`src/rtl/pong_ball_engine.sv`:
```
// Registered pong ball engine: owns ball position, direction, serve delay,
// scores and game-over, advancing once per frame_tick and emitting event pulses.
module pong_ball_engine #(
  parameter int W            = 11,
  parameter int SCREEN_W     = 640,
  parameter int SCREEN_H     = 480,
  parameter int BALL_SIZE    = 8,
  parameter int PAD_W        = 8,
  parameter int PAD_H        = 64,
  parameter int PAD_L_X      = 16,
  parameter int PAD_R_X      = 616,
  parameter int SPEED        = 2,
  parameter int SERVE_FRAMES = 60,
  parameter int SCORE_W      = 4,
  parameter int WIN_SCORE    = 9
) (
  input  logic               clk,
  input  logic               reset,
  input  logic               frame_tick,
  input  logic               start,
  input  logic [W-1:0]       pad_l_y,
  input  logic [W-1:0]       pad_r_y,
  output logic [W-1:0]       ball_x,
  output logic [W-1:0]       ball_y,
  output logic               dir_x,
  output logic               dir_y,
  output logic               hit_l,
  output logic               hit_r,
  output logic               wall_hit,
  output logic               point_l,
  output logic               point_r,
  output logic [SCORE_W-1:0] score_l,
  output logic [SCORE_W-1:0] score_r,
  output logic               game_over,
  output logic [1:0]         state
);

  typedef enum logic [1:0] {
    ST_IDLE  = 2'd0,
    ST_SERVE = 2'd1,
    ST_PLAY  = 2'd2,
    ST_OVER  = 2'd3
  } state_t;

  localparam int CNT_W      = $clog2(SERVE_FRAMES + 1);
  localparam int CX_I       = (SCREEN_W - BALL_SIZE) / 2;
  localparam int CY_I       = (SCREEN_H - BALL_SIZE) / 2;
  localparam int PAD_L_EDGE = PAD_L_X + PAD_W;
  localparam int PAD_R_STOP = PAD_R_X - BALL_SIZE;
  localparam int FLOOR_Y    = SCREEN_H - BALL_SIZE;
  localparam int SERVE_LAST = SERVE_FRAMES - 1;

  localparam logic [W-1:0]       CX         = CX_I[W-1:0];
  localparam logic [W-1:0]       CY         = CY_I[W-1:0];
  localparam logic [W-1:0]       X_L_STOP   = PAD_L_EDGE[W-1:0];
  localparam logic [W-1:0]       X_R_STOP   = PAD_R_STOP[W-1:0];
  localparam logic [CNT_W-1:0]   CNT_LAST   = SERVE_LAST[CNT_W-1:0];
  localparam logic [SCORE_W-1:0] K_WIN      = WIN_SCORE[SCORE_W-1:0];

  // One extra bit of headroom so sums like x+BALL_SIZE never wrap.
  localparam logic [W:0] K_SPD   = SPEED[W:0];
  localparam logic [W:0] K_BS    = BALL_SIZE[W:0];
  localparam logic [W:0] K_SW    = SCREEN_W[W:0];
  localparam logic [W:0] K_SH    = SCREEN_H[W:0];
  localparam logic [W:0] K_PH    = PAD_H[W:0];
  localparam logic [W:0] K_PRX   = PAD_R_X[W:0];
  localparam logic [W:0] K_PLE   = PAD_L_EDGE[W:0];
  localparam logic [W:0] K_FLOOR = FLOOR_Y[W:0];

  state_t             state_q, state_d;
  logic [W-1:0]       ball_x_q, ball_x_d;
  logic [W-1:0]       ball_y_q, ball_y_d;
  logic               dir_x_q, dir_x_d;
  logic               dir_y_q, dir_y_d;
  logic               hit_l_q, hit_l_d;
  logic               hit_r_q, hit_r_d;
  logic               wall_hit_q, wall_hit_d;
  logic               point_l_q, point_l_d;
  logic               point_r_q, point_r_d;
  logic [SCORE_W-1:0] score_l_q, score_l_d;
  logic [SCORE_W-1:0] score_r_q, score_r_d;
  logic               game_over_q, game_over_d;
  logic [CNT_W-1:0]   serve_cnt_q, serve_cnt_d;

  logic [W:0]         x_e, y_e, pl_e, pr_e;
  logic [W:0]         nx_raw, ny_raw, ny_c;
  logic               dir_y_n, y_bounce;
  logic               r_hit, l_hit, miss_l, miss_r;
  logic [SCORE_W-1:0] score_l_inc, score_r_inc;
  logic               win_now;

  // Frame geometry: candidate move, wall clamp, paddle and miss detection.
  always_comb begin
    x_e    = {1'b0, ball_x_q};
    y_e    = {1'b0, ball_y_q};
    pl_e   = {1'b0, pad_l_y};
    pr_e   = {1'b0, pad_r_y};
    nx_raw = dir_x_q ? (x_e + K_SPD) : (x_e - K_SPD);
    ny_raw = dir_y_q ? (y_e + K_SPD) : (y_e - K_SPD);

    ny_c     = ny_raw;
    dir_y_n  = dir_y_q;
    y_bounce = 1'b0;
    if (dir_y_q && (ny_raw + K_BS >= K_SH)) begin
      ny_c     = K_FLOOR;
      dir_y_n  = 1'b0;
      y_bounce = 1'b1;
    end else if (!dir_y_q && (y_e < K_SPD)) begin
      ny_c     = '0;
      dir_y_n  = 1'b1;
      y_bounce = 1'b1;
    end

    r_hit = dir_x_q && (x_e + K_BS <= K_PRX) && (nx_raw + K_BS >= K_PRX) &&
            (ny_c + K_BS > pr_e) && (ny_c < pr_e + K_PH);
    l_hit = !dir_x_q && (x_e >= K_PLE) && (nx_raw <= K_PLE) &&
            (ny_c + K_BS > pl_e) && (ny_c < pl_e + K_PH);

    miss_l = dir_x_q && !r_hit && (nx_raw + K_BS >= K_SW);
    miss_r = !dir_x_q && !l_hit && (x_e < K_SPD);

    score_l_inc = (score_l_q == K_WIN) ? score_l_q : score_l_q + 1'b1;
    score_r_inc = (score_r_q == K_WIN) ? score_r_q : score_r_q + 1'b1;
    win_now     = (miss_l && (score_l_inc == K_WIN)) ||
                  (miss_r && (score_r_inc == K_WIN));
  end

  always_comb begin
    state_d     = state_q;
    ball_x_d    = ball_x_q;
    ball_y_d    = ball_y_q;
    dir_x_d     = dir_x_q;
    dir_y_d     = dir_y_q;
    score_l_d   = score_l_q;
    score_r_d   = score_r_q;
    game_over_d = game_over_q;
    serve_cnt_d = serve_cnt_q;
    hit_l_d     = 1'b0;
    hit_r_d     = 1'b0;
    wall_hit_d  = 1'b0;
    point_l_d   = 1'b0;
    point_r_d   = 1'b0;

    case (state_q)
      ST_IDLE: begin
        if (start) begin
          state_d     = ST_SERVE;
          score_l_d   = '0;
          score_r_d   = '0;
          serve_cnt_d = '0;
        end
      end

      ST_SERVE: begin
        if (frame_tick) begin
          if (serve_cnt_q == CNT_LAST) begin
            state_d     = ST_PLAY;
            serve_cnt_d = '0;
          end else begin
            serve_cnt_d = serve_cnt_q + 1'b1;
          end
        end
      end

      ST_PLAY: begin
        if (frame_tick) begin
          wall_hit_d = y_bounce;
          hit_r_d    = r_hit;
          hit_l_d    = l_hit;
          dir_y_d    = dir_y_n;
          if (miss_l || miss_r) begin
            // Re-serve from centre toward the player who conceded.
            ball_x_d    = CX;
            ball_y_d    = CY;
            dir_x_d     = miss_l;
            serve_cnt_d = '0;
            point_l_d   = miss_l;
            point_r_d   = miss_r;
            if (miss_l) score_l_d = score_l_inc;
            else        score_r_d = score_r_inc;
            if (win_now) begin
              state_d     = ST_OVER;
              game_over_d = 1'b1;
            end else begin
              state_d = ST_SERVE;
            end
          end else begin
            ball_y_d = ny_c[W-1:0];
            if (r_hit) begin
              ball_x_d = X_R_STOP;
              dir_x_d  = 1'b0;
            end else if (l_hit) begin
              ball_x_d = X_L_STOP;
              dir_x_d  = 1'b1;
            end else begin
              ball_x_d = nx_raw[W-1:0];
            end
          end
        end
      end

      ST_OVER: begin
        if (start) begin
          state_d     = ST_SERVE;
          score_l_d   = '0;
          score_r_d   = '0;
          game_over_d = 1'b0;
          dir_x_d     = 1'b1;
          serve_cnt_d = '0;
        end
      end

      default: state_d = ST_IDLE;
    endcase
  end

  always_ff @(posedge clk or posedge reset) begin
    if (reset) begin
      state_q     <= ST_IDLE;
      ball_x_q    <= CX;
      ball_y_q    <= CY;
      dir_x_q     <= 1'b1;
      dir_y_q     <= 1'b1;
      hit_l_q     <= 1'b0;
      hit_r_q     <= 1'b0;
      wall_hit_q  <= 1'b0;
      point_l_q   <= 1'b0;
      point_r_q   <= 1'b0;
      score_l_q   <= '0;
      score_r_q   <= '0;
      game_over_q <= 1'b0;
      serve_cnt_q <= '0;
    end else begin
      state_q     <= state_d;
      ball_x_q    <= ball_x_d;
      ball_y_q    <= ball_y_d;
      dir_x_q     <= dir_x_d;
      dir_y_q     <= dir_y_d;
      hit_l_q     <= hit_l_d;
      hit_r_q     <= hit_r_d;
      wall_hit_q  <= wall_hit_d;
      point_l_q   <= point_l_d;
      point_r_q   <= point_r_d;
      score_l_q   <= score_l_d;
      score_r_q   <= score_r_d;
      game_over_q <= game_over_d;
      serve_cnt_q <= serve_cnt_d;
    end
  end

  assign ball_x    = ball_x_q;
  assign ball_y    = ball_y_q;
  assign dir_x     = dir_x_q;
  assign dir_y     = dir_y_q;
  assign hit_l     = hit_l_q;
  assign hit_r     = hit_r_q;
  assign wall_hit  = wall_hit_q;
  assign point_l   = point_l_q;
  assign point_r   = point_r_q;
  assign score_l   = score_l_q;
  assign score_r   = score_r_q;
  assign game_over = game_over_q;
  assign state     = state_q;

endmodule

```
`config.mk`:
```
export PLATFORM = sky130hd
export DESIGN_NAME = pong_ball_engine
export DESIGN_NICKNAME = d
export VERILOG_FILES = /design/src/rtl/pong_ball_engine.sv
export SDC_FILE = /design/constraint.sdc
export NUM_CORES = 1
export LEC_CHECK = 0
export CAP_MARGIN = 15
export CORE_UTILIZATION = 55
export CTS_CLUSTER_DIAMETER = 40
export DETAILED_ROUTE_END_ITERATION = 8
export PLACE_DENSITY = 0.85
export SLEW_MARGIN = 20
export SYNTH_ARGS = -nofsm -noshare
export SYNTH_HDL_FRONTEND = slang
export SYNTH_SLANG_ARGS = --single-unit
```
`constraint.sdc`:
```
create_clock -name clk -period 6.24 [get_ports clk]
set_input_delay 1.56 -clock clk [delete_from_list [all_inputs] [get_ports clk]]
set_output_delay 1.56 -clock clk [all_outputs]
set_load 0.02 [all_outputs]
```
======== Word-level counts from Yosys, hierarchy flattened ========
Cells that the tools add are included.
storage, ports and cells
  bits in registers ....................... 46
  RAM bits ................................ 0
  memory bits (read-only) ................. 0
  memories kept ........................... 0
  word-level logic and storage cells ...... 151
  latch bits .............................. 0
operators by class
  $add $sub $neg .......................... 13
  bitwise gates (word level) .............. 0
  $mul .................................... 0
  $lt $le $gt $ge ......................... 12
  mux-type cells .......................... 59
  divide/modulo/power cells ............... 0
  reductions and logical operators ........ 35
  equality and inequality tests ........... 18
  shift-type cells ........................ 0
operators with widths
  cell                                                                                    count
  12-bit 2-to-1 mux                                                                       4
  11-bit 2-to-1 mux                                                                       4
  12-bit by 4-bit adder with 12-bit output (second input constant)                        3
  4-bit 2-to-1 mux                                                                        9
  6-bit 2-to-1 mux                                                                        5
  1-bit 2-to-1 mux                                                                        25
  11-bit by 2-bit adder with 12-bit output (second input constant)                        2
  11-bit by 7-bit adder with 12-bit output (second input constant)                        2
  12-bit by 10-bit greater-or-equal comparator with 1-bit output (second input constant)  2
  12-bit by 11-bit > comparator with 1-bit output                                         2
  12-bit less-than comparator                                                             2
  11-bit by 2-bit subtractor with 12-bit output (second input constant)                   2
  11-bit by 2-bit less-than comparator with 1-bit output (second input constant)          2
  5-bit AND reduction                                                                     4
  6-bit one-hot mux with 3 select lines                                                   1
  4-bit == test (second input constant)                                                   4
  1-bit logical AND                                                                       16
  2-bit inequality test (second input constant)                                           8
  4-bit one-hot mux with 2 select lines                                                   2
  11-bit by 4-bit adder with 12-bit output (second input constant)                        1
  12-bit by 9-bit greater-or-equal comparator with 1-bit output (second input constant)   1
  12-bit by 10-bit less-or-equal comparator with 1-bit output (second input constant)     1
  12-bit by 5-bit less-or-equal comparator with 1-bit output (second input constant)      1
  2-bit 2-to-1 mux                                                                        6
  18 further kinds                                                                        28

======== Depth between registers and ports, before layout ========
Gate-level depths: netlist of run 1.
  depth in word-level cells ............... 19
  gate-level depth with buffers ........... 31

======== Least setup slack after synthesis of run 1 ========
No wires, ideal clock.
  kind .................................... register to register
  start ................................... register ball_y_q[1] (netlist: ball_y[1])
  end ..................................... register state_q[1] (netlist: state[1])
  buffers on the path ..................... 1
  data arrival time ....................... 5.646 ns
  period minus slack after synthesis ...... 5.770 ns
  slack ................................... 0.470 ns
  cell stages (with the launch flop) ...... 30
  library setup time ...................... 0.125 ns
  cells stage by stage .................... dfrtp_1 clkbuf_1 or4_1 a21oi_1 or2_2 inv_1 ha_1 and3b_1 nor3_1 o221ai_1 a41oi_1 nand2_1 inv_1 o21ai_0 inv_1 ha_1 inv_1 nor3_1 nand2_1 xnor2_1 nor2_1 ha_1 nand4_1 nor2_1 o21ai_0 a31o_2 o21a_1 and3_1 o211ai_1 mux2_2
between the ends
  longest elaborated chain between the ends .. 19
  elaborated cells on any way between the ends .. 35
ends and longest elaborated chain
  element                                                                                                           RTL line  source
  start, declared                                                                                                   72        logic [W-1:0] ball_y_q, ball_y_d;
  start signal, assigned                                                                                            236       ball_y_q <= ball_y_d;
  11-bit by 2-bit subtractor with 12-bit output / 11-bit by 2-bit adder with 12-bit output (equally long branches)  99        ny_raw = dir_y_q ? (y_e + K_SPD) : (y_e - K_SPD);
  12-bit 2-to-1 mux                                                                                                 99
  12-bit by 4-bit adder with 12-bit output                                                                          104       if (dir_y_q && (ny_raw + K_BS >= K_SH)) begin
  12-bit by 9-bit greater-or-equal comparator with 1-bit output                                                     104
  1-bit logical AND                                                                                                 104
  12-bit 2-to-1 mux *                                                                                               104
  12-bit by 4-bit adder with 12-bit output                                                                          115, 117
  12-bit by 11-bit > comparator with 1-bit output, on equally long branches                                         115, 117
  [... 2 more ...]                                                                                                  --
  1-bit logical NOT, on equally long branches                                                                       119, 120
  1-bit logical AND, on equally long branches (2 in a row)                                                          119, 120
  1-bit logical AND, on equally long branches                                                                       124, 125
  1-bit logical OR                                                                                                  124       win_now = (miss_l && (score_l_inc == K_WIN)) ||
  2-bit 2-to-1 mux                                                                                                  181       if (win_now) begin
  2-bit 2-to-1 mux                                                                                                  171       if (miss_l || miss_r) begin
  2-bit 2-to-1 mux                                                                                                  166       if (frame_tick) begin
  2-bit one-hot mux with 3 select lines                                                                             144       case (state_q)
  end signal, assigned                                                                                              234       state_q <= state_d;
  end, declared                                                                                                     70        state_t state_q, state_d;
Mark *: on every way between the ends. The rest lies on a longest branch, timed or not. The select of a mux whose other input is x is not followed.
A chain may end at the register's enable or synchronous reset.

======== Final worst setup path of run 1 ========
  start ................................... register dir_y_q (netlist: dir_y)
  end ..................................... register state_q[1] (netlist: state[1])
between the ends
  longest elaborated chain between the ends .. 18
  elaborated cells on any way between the ends .. 33
ends and longest elaborated chain
  element                                                                    RTL line  source
  start, declared                                                            74        logic dir_y_q, dir_y_d;
  start signal, assigned                                                     238       dir_y_q <= dir_y_d;
  12-bit 2-to-1 mux                                                          99
  12-bit by 4-bit adder with 12-bit output                                   104
  12-bit by 9-bit greater-or-equal comparator with 1-bit output              104
  1-bit logical AND                                                          104
  12-bit 2-to-1 mux *                                                        104
  12-bit by 4-bit adder with 12-bit output                                   115, 117
  12-bit by 11-bit > comparator with 1-bit output, on equally long branches  115, 117
  1-bit logical AND, on equally long branches                                114, 116
  1-bit logical AND, on equally long branches                                115, 117
  1-bit logical NOT, on equally long branches                                119, 120
  1-bit logical AND, on equally long branches (2 in a row)                   119, 120
  1-bit logical AND, on equally long branches                                124, 125
  1-bit logical OR                                                           124
  2-bit 2-to-1 mux                                                           181
  2-bit 2-to-1 mux                                                           171
  2-bit 2-to-1 mux                                                           166
  2-bit one-hot mux with 3 select lines                                      144
Marked as above.

==> flow_summary.json, run 1 <==
{
  "status": "complete, no violations",
  "nets": 813,
  "yosys.area.top_type": "dfrtp_1",
  "grt_max_degree": 46,
  "clock_path_buffers": 2,
  "dpl.cell_count": 840,
  "skew_ps": 9.801,
  "max_freq_mhz": 165.9,
  "hold_path.class": "flip-flop to flip-flop",
  "netlist-cell-type-count": 78,
  "fin_total_pwr_mw": 2.504,
  "numCtsBuffers": 5,
  "dpl.hpwl_um": 11680,
  "io_buffers": 64,
  "die_area_sq_mm": 0.009966,
  "drt_first_iter_violations": 517,
  "htree_num_levels": 2,
  "wire_per_inst_um": 18.05,
  "p_per_area_mw_per_mm2": 399.6,
  "yosys_register_bits": 45,
  "fin_crit_ps": 6028,
  "syn_avg_cell_area_sq_um": 7.892,
  "ys_top_cells_by_count": "ha_1 (62), inv_1 (57), nor2_1 (53), nand2_1 (47), o21ai_0 (44)",
  "r2r_slack_ps": 210,
  "drt_first_pass_iters": 5,
  "hold_ws_ps": 529.4,
  "slew_headroom": 0.3658,
  "place.gp.congestion": 0.9773,
  "track_usage": 0.3155,
  "finalHoldViolCount": 0,
  "diodes": 0,
  "instances_no_fill": 855,
  "seq_area_frac_synth": 0.2168,
  "cap_violations": 0,
  "ir_worst_vdd_mv": 0.2648,
  "synth_edf_count": 0,
  "path_clk_slew_ps": 100,
  "worstMarginPinSlew_ps": 949.0,
  "slew_violations": 0,
  "crit_path_top_delay_cell": "dfstp_4",
  "antenna_found_initial": 0,
  "period_share": 0.9661,
  "syn_inst": 667,
  "worstPathArrival_ps": 6230,
  "syn_nets": 755,
  "postPlaceCellArea_sq_mm": 0.006002,
  "drive_gt1_frac": 0.1006,
  "clock-sinks": 45,
  "syn2layout_area_growth_pct": 19.04,
  "path_cells": "or4_1, and3_1, or2_2, inv_1, ha_1, and3b_1, nor3_2, o221ai_2, a41oi_2, nand2_2, nand2_1, nor2_1, ha_1, nor2b_1, o21ai_0, nand2b_1, a41oi_1, o211ai_1, nor4_1, o21ai_1, and3_1, o211ai_1, mux2_2",
  "holdBufCountCts": 0,
  "routed_wl_um": 15430,
  "yosys_warnings": 0,
  "die_y_um": 99.83,
  "clkLatencyLatePin_ps": 310,
  "core-area_sq_mm": 0.009240,
  "setup_viol": 0,
  "critPathLaunchType": "flip-flop",
  "synth_top_area_share": 0.1569,
  "synthTopCellsByArea": "dfrtp_1 (16%), ha_1 (15%), dfstp_2 (6.0%)",
  "vias": 5550,
  "die_width_um": 99.83,
  "ios": 66,
  "grt_overflow": 0,
  "fin_area_sq_mm": 0.006266,
  "start_util": 0.5697,
  "syn_area_sq_mm": 0.005264,
  "drtAntennaViolNets": 0,
  "cp_max_fo": 19,
  "pre_cts_slack_ps": -1.168,
  "ys.flop_type": "dfrtp_1",
  "drc": 0,
  "yosysMostFrequentCell": "ha_1",
  "vias_per_cell": 6.491,
  "cts_tree": "built",
  "clockRootBuffer": "clkbuf_8",
  "crit_buf_inv": 1,
  "grt_pass1_vias": 5307,
  "max_stage_delay_ps": 550,
  "critical_path_class": "flip-flop to flip-flop",
  "required_ps": 6440,
  "grt_pass1_wl_um": 25290,
  "end_kind": "flip-flop",
  "crit_family": "simple AND/OR/NAND/NOR gates",
  "p_leak_nw": 2.715,
  "async_flop_share": 1.000,
  "worst_slack_ps": 211.7,
  "row_count": 35
}
==> repair_timing <==
action                     CTS  global route
setup buffers                0             7
resized for setup            1            21
pin swaps                    0             6
setup endpoints to repair    4            38
==> worst paths after layout <==
path	from	endpoint	depth (start not counted)
worst min-delay path	game_over	game_over	2
worst max register to register	dir_y	state[1]	23
max in group asynchronous	reset	ball_x[10]	3
min in group asynchronous	reset	wall_hit	3
worst max-delay path	dir_y	state[1]	23
worst min register to register	game_over	game_over	2
==> per-layer routing <==
metal,vias up,global-route usage,routed length [um]
li1,2570,-,-
met1,2614,0.4267,6451
met2,317,0.5019,7078
met3,49,0.05501,1459
met4,0,0.1256,439
met5,-,0,0
==> cells in the final DEF, fill, tap and decap left out, drive strengths merged, types with 5 or more instances in the layout <==
cell           count
buf               16
a31oi              8
mux2i              8
nand3             32
clkdlybuf4s50     64
xor2              10
a21o               8
and4               6
mux2               5
and3              11
nor3              25
xnor2             22
or3                7
o21ai             45
nand4             20
clkbuf             6
and2               8
inv               56
nor2b              8
dfrtp             33
nor4               9
nand2b             5
dfstp             12
o221ai             5
nor2              53
a211oi             5
or4                6
o31ai              7
ha                62
a21oi             33
or2                6
o21a               6
nand2             47
==> area by class of cell <==
class	instances	area, sq um
Sequential cell	45	1145
Tap cell	129	161.4
Clock inverter	2	37.54
Fill cell	768	2974
Inverter	57	214.0
Multi-Input combinational cell	536	3865
Clock buffer	6	82.58
Timing Repair Buffer	80	760.7
==> per-stage QoR <==
step                  util  setup TNS (ps)
floorplan                -               0
global placement    0.6496               0
detailed placement  0.6496          -1.168
CTS                 0.6634               0
global route        0.6781          -141.5
finish              0.6781               0
==> sequential cells by signal, indices dropped and copies added (netlist names), 2 cells and up <==
register / flops
state: 2
serve_cnt_q: 6
ball_y: 11
score_l: 4
score_r: 4
ball_x: 10
==> cell families (layout without fill, tap and decap cells) <==
| group | after synthesis | in the layout | share of synthesized area |
|---|---|---|---|
| compound gates | 169 | 169 | 0.2196 |
| xor+xnor | 32 | 32 | 0.05467 |
| fa+ha+maj | 62 | 62 | 0.1474 |
| buf+inv | 86 | 145 | 0.06561 |
| flops | 45 | 45 | 0.2168 |
| mux | 13 | 13 | 0.02734 |
| other cells | 1 | 1 | 0.0007124 |
| simple gates | 259 | 259 | 0.2679 |
==> worst min-delay path: stages, from the launching register on <==
cell and delay, ps:
dfrtp_1 390, inv_1 50, mux2i_1 50
==> power breakdown <==
part / leakage (nW) / switching (mW) / total, mW / internal [mW]
sequential: 0.571 / 0.183 / 0.567 / 0.384
combinational: 2.09 / 0.993 / 1.69 / 0.702
clock: 0.0574 / 0.112 / 0.242 / 0.130
Power figures use the tool's default switching activity.
==> run 2, diff against run 1 <==
--- a/config.mk
+++ b/config.mk
@@ -10,7 +10,6 @@
 export CTS_CLUSTER_DIAMETER = 40
 export DETAILED_ROUTE_END_ITERATION = 8
 export PLACE_DENSITY = 0.85
-export SLEW_MARGIN = 20
 export SYNTH_ARGS = -nofsm -noshare
 export SYNTH_HDL_FRONTEND = slang
 export SYNTH_SLANG_ARGS = --single-unit
==> results of run 2 <==
Final layout, timing and power as in run 1 (identical DEF).
==> run 3, diff against run 2 <==
--- a/config.mk
+++ b/config.mk
@@ -9,7 +9,9 @@
 export CORE_UTILIZATION = 55
 export CTS_CLUSTER_DIAMETER = 40
 export DETAILED_ROUTE_END_ITERATION = 8
+export GPL_TIMING_DRIVEN = 0
 export PLACE_DENSITY = 0.85
+export RECOVER_POWER = 50
 export SYNTH_ARGS = -nofsm -noshare
 export SYNTH_HDL_FRONTEND = slang
 export SYNTH_SLANG_ARGS = --single-unit
==> flow_summary.json, run 3 (synthesis gave the netlist of run 1 again) <==
{
  "hold_path.class": "flip-flop to flip-flop",
  "grt_max_degree": 42,
  "worstPathArrival_ps": 6280,
  "ios": 66,
  "setup_viol": 0,
  "grt_pass1_wl_um": 25820,
  "worstMarginPinSlew_ps": 2387,
  "cts_tree": "built",
  "final_common_cell": "ha_1",
  "path_clk_slew_ps": 100,
  "slew_headroom": -0.5916,
  "drc": 0,
  "track_usage": 0.3256,
  "p_clk_frac": 0.110,
  "core-area_sq_mm": 0.009240,
  "die_width_um": 99.83,
  "pre_cts_slack_ps": -902.9,
  "cp_max_fo": 10,
  "layout_common_cells": "ha_1 (61), inv_1 (56), nor2_1 (50)",
  "critPathLaunchType": "flip-flop",
  "status": "finished, violations left",
  "setup-tns-final_ps": 0,
  "row_count": 35,
  "ir_worst_vdd_mv": 0.2046,
  "critical_path_class": "flip-flop to flip-flop",
  "instances_no_fill": 875,
  "routed_wl_um": 15970,
  "grt_overflow": 0,
  "place.gp.congestion": 0.9884,
  "wire_per_inst_um": 18.25,
  "combinationalPowerShare": 0.699,
  "fin_crit_ps": 6070,
  "rsz0062_at_grt": "yes",
  "worst_slack_ps": 169.9,
  "fillers": 801,
  "drt_first_iter_violations": 513,
  "pwr-share-seq": 0.190,
  "die_area_sq_mm": 0.009966,
  "nets": 833,
  "drive_gt1_frac": 0.1113,
  "period_share": 0.9728,
  "max_freq_mhz": 164.7,
  "drtAntennaViolNets": 0,
  "p_sw_frac": 0.5137,
  "antenna_found_initial": 0,
  "syn2layout_area_growth_pct": 21.30,
  "required_ps": 6450,
  "p_per_area_mw_per_mm2": 400.0,
  "clockRootBuffer": "clkbuf_8",
  "clkLatencyLatePin_ps": 320,
  "internal_power_mw": 1.242,
  "cap_violations": 1,
  "skew_ps": 12.67,
  "vias_per_cell": 6.351,
  "dpl.cell_count": 860,
  "dpl.hpwl_um": 12220,
  "violations": "capacitance limit, slew limit",
  "postPlaceCellArea_sq_mm": 0.006076,
  "diodes": 0,
  "drt_first_pass_iters": 6,
  "io_buffers": 63,
  "fin_area_sq_mm": 0.006385,
  "clock_path_buffers": 2,
  "power.switching_mw": 1.312,
  "start_util": 0.5697,
  "end_kind": "flip-flop",
  "hold_ws_ps": 527.2,
  "p_leak_nw": 2.790,
  "grt_pass1_vias": 5199,
  "vias": 5557,
  "die_y_um": 99.83,
  "largest_register_ff_count": 11,
  "numCtsBuffers": 5,
  "slew_violations": 42,
  "clock-sinks": 45,
  "htree_num_levels": 2,
  "finalHoldViolCount": 0
}
run 3: path summary, 6_finish.rpt:
check                             end       start  cells after the start  slack [ps]
min in group asynchronous   ball_x[6]       reset                      2        1560
min reg2reg                score_r[3]  score_r[3]                      1         530
min                        score_r[3]  score_r[3]                      1         530
max                          state[1]   ball_y[1]                     24         170
max in group asynchronous  score_l[1]       reset                      3        2170
max reg2reg                  state[1]   ball_y[1]                     24         170
run 3: what timing repair did:
action | in CTS | in global routing
hold buffers | 0 | 0
cloned | 0 | 0
pin swaps | 1 | 8
gates resized for setup | 13 | 28
setup buffers | 0 | 7
setup endpoints to repair | 38 | 38
run 3: power by group through the flow:
stage | logic [mW] | clock network, mW | registers, mW
2_1_floorplan | 1.14 | 0 | 0.533
3_3_place_gp | 1.66 | 0 | 0.479
3_5_place_dp | 1.70 | 0 | 0.487
4_1_cts | 1.72 | 0.285 | 0.482
5_1_grt | 1.95 | 0.296 | 0.497
6_report | 1.79 | 0.282 | 0.486
run 3: critical path, stage by stage (launching register included):
cell and delay (ps):
dfrtp_1 420, buf_4 200, or4_4 440, and3_1 220, or2_2 330, inv_1 70, ha_1 170, and3b_1 220
nand3_1 130, a211o_1 370, nand2_2 170, buf_4 140, nand2_1 220, nor2_2 210, ha_1 250, nor2b_1 130
o21ai_0 160, nand2b_1 130, a41oi_1 280, o211ai_1 190, or2_2 330, o21a_2 260, and3_1 260, o211ai_1 290
mux2_2 370
run 3: stage by stage:
step	utilization	total power [mW]
finish	0.6910	2.554
global route	0.6910	2.742
CTS	0.6780	2.486
detailed placement	0.6575	2.183
global placement	0.6554	2.135
floorplan	-	1.670
run 3: cell type report:
class                           count  area [sq um]  share of cell area
Timing Repair Buffer               71         686.9              0.1076
Sequential cell                    45          1141              0.1787
Tap cell                          129         161.4             0.02528
Buffer                             29         140.1             0.02195
Multi-Input combinational cell    536          3904              0.6114
Clock buffer                        5         68.82             0.01078
Clock inverter                      3         68.82             0.01078
Inverter                           57         214.0             0.03351
run 3: routing by layer:
layer	wire length, um	track usage	vias up
li1	-	-	2622
met1	7228	0.4672	2623
met2	7159	0.5093	280
met3	1243	0.04248	32
met4	337	0.1018	0
met5	0	0	-
